File: config.mk
export PLATFORM = sky130hd
export DESIGN_NAME = dfft_pulse_tx
export DESIGN_NICKNAME = d
export VERILOG_FILES = /design/src/rtl/sfq_tx_pkg.sv /design/src/rtl/sfq_guard_timer.sv /design/src/rtl/dfft_pulse_tx.sv
export SDC_FILE = /design/constraint.sdc
export NUM_CORES = 1
export LEC_CHECK = 0
export BUFFER_PORTS_ARGS = -buffer_cell sky130_fd_sc_hd__buf_2
export CORE_UTILIZATION = 30
export CTS_BUF_LIST = sky130_fd_sc_hd__clkbuf_2
export DETAILED_ROUTE_END_ITERATION = 8
export PLACE_DENSITY_LB_ADDON = 0.05
export SETUP_SLACK_MARGIN = 0.02
export SLEW_MARGIN = 15
export SYNTH_ARGS = -nofsm -noshare
export SYNTH_HDL_FRONTEND = slang
export SYNTH_SLANG_ARGS = --single-unit
File: constraint.sdc
create_clock -name clk -period 2.06 [get_ports clk]
set_clock_uncertainty 0.15 [all_clocks]
set_input_delay 0.206 -clock clk [delete_from_list [all_inputs] [get_ports clk]]
set_output_delay 0.206 -clock clk [all_outputs]
set_load 0.02 [all_outputs]
File: src/rtl/sfq_tx_pkg.sv
`default_nettype none
// ============================================================================
// Module      : sfq_tx_pkg
// Description : Shared definitions for the SFQ DFFT pulse transmitter:
//               transmitter state encoding, default guard-window lengths,
//               guard counter width and a helper that turns a guard length
//               into the counter load value.
// Revision    : 1.0 - initial release
// ============================================================================
package sfq_tx_pkg;

    // Guard counter width; covers guard windows of 0..15 cycles.
    localparam int unsigned c_guard_w = 4;

    // Default idle cycles between a set toggle and the following clkp toggle.
    localparam int unsigned c_setup_cyc_def = 2;

    // Default idle cycles after a clkp toggle before the next set toggle.
    localparam int unsigned c_hold_cyc_def = 2;

    typedef enum logic [2:0] {
        ST_IDLE       = 3'd0,
        ST_SET        = 3'd1,
        ST_SETUP_WAIT = 3'd2,
        ST_CLK        = 3'd3,
        ST_HOLD_WAIT  = 3'd4
    } tx_state_e;

    // A window of N cycles is timed by loading N-1 and waiting for zero.
    // A zero-length window is never loaded (the FSM skips the wait state).
    function automatic logic [c_guard_w-1:0] guard_load(input int unsigned cyc);
        if (cyc == 0) begin
            return '0;
        end
        return c_guard_w'(cyc - 1);
    endfunction

endpackage
`default_nettype wire

File: src/rtl/sfq_guard_timer.sv
`default_nettype none
// ============================================================================
// Module      : sfq_guard_timer
// Description : Down-counting guard timer shared by the setup and hold
//               windows. Loads a start value, counts down while enabled and
//               sticks at zero (no wrap).
// Ports       : clk      - system clock
//               rst_n    - asynchronous active-low reset
//               load     - load load_val into the counter this cycle
//               load_val - start value (window length minus one)
//               count    - decrement enable
//               expired  - counter is at zero
// Revision    : 1.0 - initial release
// ============================================================================
module sfq_guard_timer
    import sfq_tx_pkg::*;
(
    input  logic                 clk,
    input  logic                 rst_n,
    input  logic                 load,
    input  logic [c_guard_w-1:0] load_val,
    input  logic                 count,
    output logic                 expired
);

    logic [c_guard_w-1:0] cnt_q;
    logic [c_guard_w-1:0] cnt_d;

    always_comb begin
        cnt_d = cnt_q;
        if (load) begin
            cnt_d = load_val;
        end else if (count && (cnt_q != '0)) begin
            cnt_d = cnt_q - c_guard_w'(1);
        end
    end

    always_ff @(posedge clk or negedge rst_n) begin
        if (!rst_n) begin
            cnt_q <= '0;
        end else begin
            cnt_q <= cnt_d;
        end
    end

    assign expired = (cnt_q == '0);

endmodule
`default_nettype wire

File: src/rtl/dfft_pulse_tx.sv
`default_nettype none
// ============================================================================
// Module      : dfft_pulse_tx
// Description : Serialises a word MSB first onto toggle-encoded SFQ set and
//               clock lines for a DFFT, with programmable setup and hold
//               guard windows, and predicts the DFFT output level.
// Ports       : clk      - system clock (rising edge)
//               rst_n    - asynchronous active-low reset
//               in_valid - host offers in_data
//               in_ready - block accepts a word this cycle
//               in_data  - word to transmit, MSB first
//               set_o    - toggle-encoded set line
//               clkp_o   - toggle-encoded SFQ clock line
//               exp_out  - predicted DFFT output level
//               busy     - a word is in flight
//               done     - one-cycle pulse after the last hold window
// Revision    : 1.0 - initial release
// ============================================================================
module dfft_pulse_tx
    import sfq_tx_pkg::*;
#(
    parameter int unsigned DATA_W    = 8,
    parameter int unsigned SETUP_CYC = c_setup_cyc_def,
    parameter int unsigned HOLD_CYC  = c_hold_cyc_def
) (
    input  logic              clk,
    input  logic              rst_n,
    input  logic              in_valid,
    output logic              in_ready,
    input  logic [DATA_W-1:0] in_data,
    output logic              set_o,
    output logic              clkp_o,
    output logic              exp_out,
    output logic              busy,
    output logic              done
);

    localparam int unsigned          c_idx_w      = (DATA_W > 1) ? $clog2(DATA_W) : 1;
    localparam logic [c_idx_w-1:0]   c_idx_top    = c_idx_w'(DATA_W - 1);
    localparam logic [c_guard_w-1:0] c_setup_ld   = guard_load(SETUP_CYC);
    localparam logic [c_guard_w-1:0] c_hold_ld    = guard_load(HOLD_CYC);
    localparam bit                   c_skip_setup = (SETUP_CYC == 0);
    localparam bit                   c_skip_hold  = (HOLD_CYC == 0);

    tx_state_e            state_q;
    tx_state_e            state_d;
    logic [DATA_W-1:0]    shift_q;
    logic [DATA_W-1:0]    shift_d;
    logic [c_idx_w-1:0]   idx_q;
    logic [c_idx_w-1:0]   idx_d;
    logic                 set_q;
    logic                 set_d;
    logic                 clkp_q;
    logic                 clkp_d;
    logic                 exp_q;
    logic                 exp_d;
    logic                 done_q;
    logic                 done_d;
    logic                 live_q;
    logic                 live_d;

    logic                 tmr_load;
    logic [c_guard_w-1:0] tmr_load_val;
    logic                 tmr_count;
    logic                 tmr_expired;

    logic                 accept;
    logic                 cur_bit;
    logic                 last_bit;
    logic                 bit_end;

    sfq_guard_timer u_guard (
        .clk      (clk),
        .rst_n    (rst_n),
        .load     (tmr_load),
        .load_val (tmr_load_val),
        .count    (tmr_count),
        .expired  (tmr_expired)
    );

    // live_q keeps in_ready low until the first edge after reset release.
    assign live_d   = 1'b1;
    // Holding off in_ready during the done cycle keeps done and a new
    // acceptance from landing in the same cycle.
    assign in_ready = live_q && (state_q == ST_IDLE) && !done_q;
    assign accept   = in_valid && in_ready;
    assign cur_bit  = shift_q[DATA_W-1];
    assign last_bit = (idx_q == '0);
    // A bit finishes either in CLK (no hold window) or when the hold window expires.
    assign bit_end  = ((state_q == ST_CLK) && c_skip_hold) ||
                      ((state_q == ST_HOLD_WAIT) && tmr_expired);

    // ---------------------------------------------------------------- state register
    always_ff @(posedge clk or negedge rst_n) begin
        if (!rst_n) begin
            state_q <= ST_IDLE;
        end else begin
            state_q <= state_d;
        end
    end

    // ---------------------------------------------------------------- next state
    always_comb begin
        state_d = state_q;
        case (state_q)
            ST_IDLE: begin
                if (accept) begin
                    state_d = ST_SET;
                end
            end
            ST_SET: begin
                state_d = c_skip_setup ? ST_CLK : ST_SETUP_WAIT;
            end
            ST_SETUP_WAIT: begin
                if (tmr_expired) begin
                    state_d = ST_CLK;
                end
            end
            ST_CLK: begin
                if (!c_skip_hold) begin
                    state_d = ST_HOLD_WAIT;
                end else begin
                    state_d = last_bit ? ST_IDLE : ST_SET;
                end
            end
            ST_HOLD_WAIT: begin
                if (tmr_expired) begin
                    state_d = last_bit ? ST_IDLE : ST_SET;
                end
            end
            default: begin
                state_d = ST_IDLE;
            end
        endcase
    end

    // ---------------------------------------------------------------- outputs / datapath
    always_comb begin
        shift_d      = shift_q;
        idx_d        = idx_q;
        set_d        = set_q;
        clkp_d       = clkp_q;
        exp_d        = exp_q;
        done_d       = 1'b0;
        tmr_load     = 1'b0;
        tmr_load_val = '0;
        tmr_count    = 1'b0;

        case (state_q)
            ST_IDLE: begin
                if (accept) begin
                    shift_d = in_data;
                    idx_d   = c_idx_top;
                end
            end
            ST_SET: begin
                if (cur_bit) begin
                    set_d = ~set_q;
                end
                if (!c_skip_setup) begin
                    tmr_load     = 1'b1;
                    tmr_load_val = c_setup_ld;
                end
            end
            ST_SETUP_WAIT: begin
                tmr_count = 1'b1;
            end
            ST_CLK: begin
                clkp_d = ~clkp_q;
                // The DFFT output flips whenever a clock pulse reads a stored 1.
                if (cur_bit) begin
                    exp_d = ~exp_q;
                end
                if (!c_skip_hold) begin
                    tmr_load     = 1'b1;
                    tmr_load_val = c_hold_ld;
                end
            end
            ST_HOLD_WAIT: begin
                tmr_count = 1'b1;
            end
            default: begin
            end
        endcase

        if (bit_end) begin
            if (last_bit) begin
                done_d = 1'b1;
            end else begin
                idx_d   = idx_q - c_idx_w'(1);
                shift_d = shift_q << 1;
            end
        end
    end

    always_ff @(posedge clk or negedge rst_n) begin
        if (!rst_n) begin
            shift_q <= '0;
            idx_q   <= '0;
            set_q   <= 1'b0;
            clkp_q  <= 1'b0;
            exp_q   <= 1'b0;
            done_q  <= 1'b0;
            live_q  <= 1'b0;
        end else begin
            shift_q <= shift_d;
            idx_q   <= idx_d;
            set_q   <= set_d;
            clkp_q  <= clkp_d;
            exp_q   <= exp_d;
            done_q  <= done_d;
            live_q  <= live_d;
        end
    end

    assign set_o   = set_q;
    assign clkp_o  = clkp_q;
    assign exp_out = exp_q;
    assign busy    = (state_q != ST_IDLE);
    assign done    = done_q;

endmodule
`default_nettype wire

### Word level (Yosys, flattened, before mapping)

Index checks and enable logic that the tools add are counted.

* input port bits: 11
* bits in registers: 23

* equality and inequality tests: 7
* $add $sub $neg: 2
* muxes and demuxes: 20
* bitwise gates (word level): 3
* reduce and logical (&&, ||, !) cells: 17

Operator list (number)
* two-way mux 8 bit: 4
* two-way mux 3 bit: 7
* one-hot mux 3 bit (5 select lines): 1
* two-way mux 4 bit: 2
* equality test 3 x 2 -> 1 bit, second input constant: 2
* logical NOT 3 bit: 2
* two-way mux 1 bit: 6
* inequality test 2 bit, second input constant: 3
* logical AND 1 bit: 5
* logical NOT 4 bit: 1
* AND reduction 2 bit: 2
* nonzero test 4 bit: 1
* OR reduction 2 bit: 2
* subtractor 4 x 1 -> 4 bit, second input constant: 1
* equality test 3 x 1 -> 1 bit, second input constant: 1
* equality test 3 bit, second input constant: 1
* inverter 1 bit: 3
* AND reduction 3 bit: 1
* nonzero test 3 bit: 1
* subtractor 3 x 1 -> 3 bit, second input constant: 1
* nonzero test 2 bit: 1
* logical NOT 1 bit: 1

### Logic depth before layout (Yosys ltp)

* word-level depth: 8
* depth in mapped cells: 7

### Modules after synthesis

Synthesis repeated with hierarchy kept, for this count alone.

* cell total of the unflattened synthesis: 126
* area, all modules: 1282.5 um^2

Modules (own cells, without submodules)
* dfft_pulse_tx: cells an instance 99, area each 1012.2 um^2, sequential area each 475.5 um^2, times used 1
* sfq_guard_timer: cells an instance 27, area each 270.3 um^2, sequential area each 100.1 um^2, times used 1

### Worst setup path before layout

No wires, ideal clock.

* path kind: reg2reg
* from: register u_guard.cnt_q[0]
* to: register idx_q[1]
* clock period less this slack: 1.657 ns
* setup slack: 0.403 ns
* library setup time: 0.125 ns
* arrival: 1.381 ns
* required time: 1.785 ns
* path buffers: 1
* cell stages (with the launch flop): 8
* cell sequence: dfrtp_1 > inv_1 > ha_1 > nor3b_4 > nand4_1 > buf_2 > o21ai_0 > o21ai_1

* cells in the longest elaborated chain, start to end: 3

Ends and longest elaborated chain
* from (decl): line sfq_guard_timer.sv:26 `logic [c_guard_w-1:0] cnt_q;`
* from (signal assigned): line sfq_guard_timer.sv:42 `cnt_q <= cnt_d;`
* logical NOT 4 bit: line sfq_guard_timer.sv:46 `assign expired = (cnt_q == '0);`
* logical AND 1 bit: line dfft_pulse_tx.sv:91 `((state_q == ST_HOLD_WAIT) && tmr_expired);`
* two-way mux 3 bit: line dfft_pulse_tx.sv:186 `if (bit_end) begin`
* net idx_d[1]: line dfft_pulse_tx.sv:50 `logic [c_idx_w-1:0] idx_d;`
* to (signal assigned): line dfft_pulse_tx.sv:207 `idx_q <= idx_d;`
* to (decl): line dfft_pulse_tx.sv:49 `logic [c_idx_w-1:0] idx_q;`

The timed path passes the listed nets, and every way through them passes these cells.
A chain may end at the register's enable or synchronous reset.

### Worst setup path in the final report

* from: register state_q[0]
* to: output in_ready

* cells in the longest elaborated chain, start to end: 3

Ends and longest elaborated chain
* from (decl): line dfft_pulse_tx.sv:45 `tx_state_e state_q;`
* from (signal assigned): line dfft_pulse_tx.sv:98 `state_q <= state_d;`
* logical NOT 3 bit: line dfft_pulse_tx.sv:85 `assign in_ready = live_q && (state_q == ST_IDLE) && !done_q;`
* logical AND 1 bit (2 in series): line dfft_pulse_tx.sv:85
* to (decl): line dfft_pulse_tx.sv:29 `output logic in_ready,`

Every way passes these cells.

==> key figures <==
Clock tree
  • Worst-case clock buffer depth: 2
  • Clock Latency Late Sink: 0.34 ns
  • Cts bufs inserted: 3
  • Worst-path clk slew: 0.22 ns
  • H-tree levels: 1
  • CTS tree: built
  • Root Buffer: clkbuf_2
  • Post-CTS setup buffer count: 0
  • Clock Sink Count: 23

Synth
  • Seq/Total Area, Yosys: 0.4694
  • Post-synthesis register bit count: 23
  • Top post-synthesis cells by count: dfrtp_1 (23), nor2_1 (16), a21oi_1 (13), inv_1 (9), mux2i_1 (9)
  • Top_reg_cell synth: dfrtp_1
  • Synth top area share: 0.4694
  • Post-Syn Instances: 125
  • Number of flops mapped to enable cells by yosys: 0
  • Syn avg cell area: 9.809 sq um
  • Syn_nets: 139
  • Most frequent cell after synthesis: dfrtp_1
  • Synth cell types: 33
  • Post-synthesis async set-or-reset flop share: 1.000
  • Post-Syn Area: 1226 sq um
  • Top cells by area, synth: dfrtp_1 (47%), mux2i_1 (7.3%), a21oi_1 (5.3%)
  • Synth Warn #: 0
  • Dominant cell type by area after synthesis: dfrtp_1

Die
  • Starting Density: 0.3228
  • Core area: 3799 sq um
  • Die height: 65.93 microns
  • Die width: 65.93 microns
  • # IOs: 17
  • Row cnt: 22
  • Die area: 4347 sq um

Drt
  • Routed len/inst: 11.74 microns
  • Final WL: 2313 microns
  • DR iter-0 viols: 49
  • DRT antenna net count: 0
  • Via total after detailed routing: 911
  • Drt pass-1 iters: 4
  • Drt via density: 4.624
  • Post-route DRC: 0

Worst setup path
  • Critical path type: reg2out
  • Max stage delay on crit path: 0.55 ns
  • WP data required: 1.70 ns
  • Reg2reg path depth: 7
  • CP delay by family, top: flip-flops
  • Critical Path AT: 1.51 ns
  • CP cell instances: nor3_2, and2_2, buf_2
  • Reg-to-reg endpoint: idx_q[2]$_DFF_PN0_
  • Crit path buffers/inverters: 1
  • Register-to-register setup slack: 0.23 ns
  • Critical path launch point type: flip-flop
  • Slowest cell on crit path: dfrtp_1
  • FF-to-FF Start: u_guard.cnt_q[0]$_DFFE_PN0P_
  • CP Max Fanout: 9
  • Critical Path End Type: output pin

Power and ir drop
  • Max VDD drop: 0.2925 mV
  • Pint: 0.0005341 W
  • Combinational Power Share: 0.078
  • Sw Pwr: 0.0001604 W
  • Pwr Total: 0.0006945 W
  • Net Sw Frac: 0.2309
  • PD cells: 486.0 nW/um^2
  • Pleak: 0.6922 nW
  • Clk pwr share: 0.268
  • Reg power frac: 0.655

Global route
  • Global-route wire length before repair: 3905 microns
  • Largest net degree at the start of global routing: 24
  • Total gr overflow: 0
  • Overall routing resource usage: 0.1213
  • Vias in the first global route: 822
  • Initial antenna violation count: 0

Timing
  • Slew HR: 0.6403
  • Worst slew pin tran: 0.5395 ns
  • RSZ-0062 raised after global routing: no
  • Tcrit/Tclk final: 0.9058
  • Setup violations, final: 0
  • Setup TNS: 0 ns
  • Slew Limit Fails: 0
  • Final Hold Vio Count: 0
  • Period minus WS final: 1.866 ns
  • FMAX: 0.5359 GHz

Hold path
  • Worst hold path depth: 3
  • WHS Endpoint: shift_q[1]$_DFF_PN0_
  • Worst Hold Class: in2reg
  • Hold_sp: in_data[1]

Placed design
  • GP Congestion: 0.7444
  • Port Buf Inserts: 16
  • HPWL Detailed: 1602 microns

Finish
  • N_diodes: 0
  • Layout area overhead: 16.53%
  • Share of layout cells above drive strength 1: 0.1946
  • Nets@finish: 164

Flow run
  • Maximum capacitance violations: 0

Run status
  • Outcome: complete, no violations
state kept, by name, summed over array words and instances (netlist names):
| signal | count |
|---|---|
| state_q | 3 |
| u_guard.cnt_q | 4 |
| live_q | 1 |
| idx_q | 3 |
| exp_out | 1 |
| done | 1 |
| clkp_o | 1 |
| set_o | 1 |
| shift_q | 8 |
worst max path at each step:
| stage | startpoint | to | slack [ns] | depth (start not counted) |
|---|---|---|---|---|
| final | state_q[0]$_DFFE_PN0P_ | in_ready | 0.19 | 3 |
| after global routing | state_q[0]$_DFFE_PN0P_ | in_ready | 0.04 | 3 |
| after global placement | state_q[1]$_DFFE_PN0P_ | shift_q[3]$_DFF_PN0_ | 0.28 | 4 |
| after detailed placement | u_guard.cnt_q[0]$_DFFE_PN0P_ | idx_q[2]$_DFF_PN0_ | 0.29 | 7 |
| after floorplan | u_guard.cnt_q[0]$_DFFE_PN0P_ | idx_q[1]$_DFF_PN0_ | 0.40 | 7 |
| after CTS | state_q[1]$_DFFE_PN0P_ | in_ready | 0.08 | 3 |
cells by family (layout without fill, tap and decap cells):
kind of cell | count (synthesis) | after routing | synth area share
AOI/OAI and AO/OA | 25 | 25 | 0.1184
DFF | 23 | 23 | 0.4694
adders and majority gates | 3 | 3 | 0.03062
other | 1 | 1 | 0.003058
muxes | 9 | 9 | 0.07347
xor gates and xnor gates | 5 | 5 | 0.03571
buffers and inverters | 15 | 39 | 0.06939
and+or+nand+nor | 44 | 44 | 0.2000
cells in the final DEF (no fill, tap or decap), types with 2 or more instances in the layout:
cell / Yosys / final
mux2i_1: 9 / 9
dfrtp_1: 23 / 22
nor3_1: 3 / 3
ha_1: 3 / 3
a21oi_1: 13 / 13
o21ai_0: 5 / 5
clkbuf_2: 0 / 4
nand2_1: 7 / 7
xnor2_1: 4 / 4
buf_4: 0 / 3
nand2b_1: 2 / 2
inv_1: 9 / 9
dlygate4sd3_1: 0 / 7
nand3_1: 2 / 2
nor2b_1: 4 / 4
nand4b_1: 3 / 3
buf_2: 4 / 16
nor2_1: 16 / 16
area by class of cell:
| class | instances | area, sq um |
|---|---|---|
| Timing Repair Buffer | 26 | 172.7 |
| Multi-Input combinational cell | 87 | 565.5 |
| Clock buffer | 4 | 20.02 |
| Sequential cell | 23 | 576.8 |
| Tap cell | 48 | 60.06 |
| Fill cell | 396 | 2370 |
| Inverter | 9 | 33.78 |
power groups by stage:
stage	registers [W]	logic (W)	clock network, W
global route	0.000455	0.0000613	0.000224
detailed placement	0.000462	0.0000460	0
CTS	0.000455	0.0000547	0.000207
global placement	0.000462	0.0000455	0
finish	0.000455	0.0000538	0.000186
floorplan	0.000462	0.0000265	0
metrics by stage:
| stage | instances | setup slack (ns) | cell area [sq um] | util | hold WS (ns) |
|---|---|---|---|---|---|
| finish | 197 | 0.1940 | 1429 | 0.3762 | 0.03140 |
| global route | 197 | 0.03764 | 1429 | 0.3762 | 0.003364 |
| CTS | 196 | 0.07594 | 1418 | 0.3732 | 0.002735 |
| detailed placement | 186 | 0.2875 | 1338 | 0.3521 | 0.08060 |
| global placement | 186 | 0.2790 | 1338 | 0.3521 | 0.08190 |
| floorplan | 125 | 0.4032 | 1226 | - | -0.2396 |
metal layers:
layer	vias to the layer above	GRT usage	wire length, microns
met5	-	0	0
li1	469	-	-
met2	10	0.1926	1081
met1	427	0.1561	1141
met3	5	0.03621	61
met4	0	0.03989	28
what timing repair did:
item | in CTS | in global routing
hold endpoints to repair | 28 | 1
gates resized for setup | 0 | 1
hold buffers | 6 | 1
endpoints found under the setup margin | 0 | 1
worst reg2reg max path, delay by kind of cell (launching register included):
kind	cells	cell delay, ns
multiplexers	1	0.14
AO/OA/AOI/OAI	1	0.14
flip-flops	1	0.43
adder cells (fa/ha/maj)	1	0.23
buffers and inverters	2	0.28
AND/OR/NAND/NOR	2	0.39
Power figures use the tool's default switching activity.
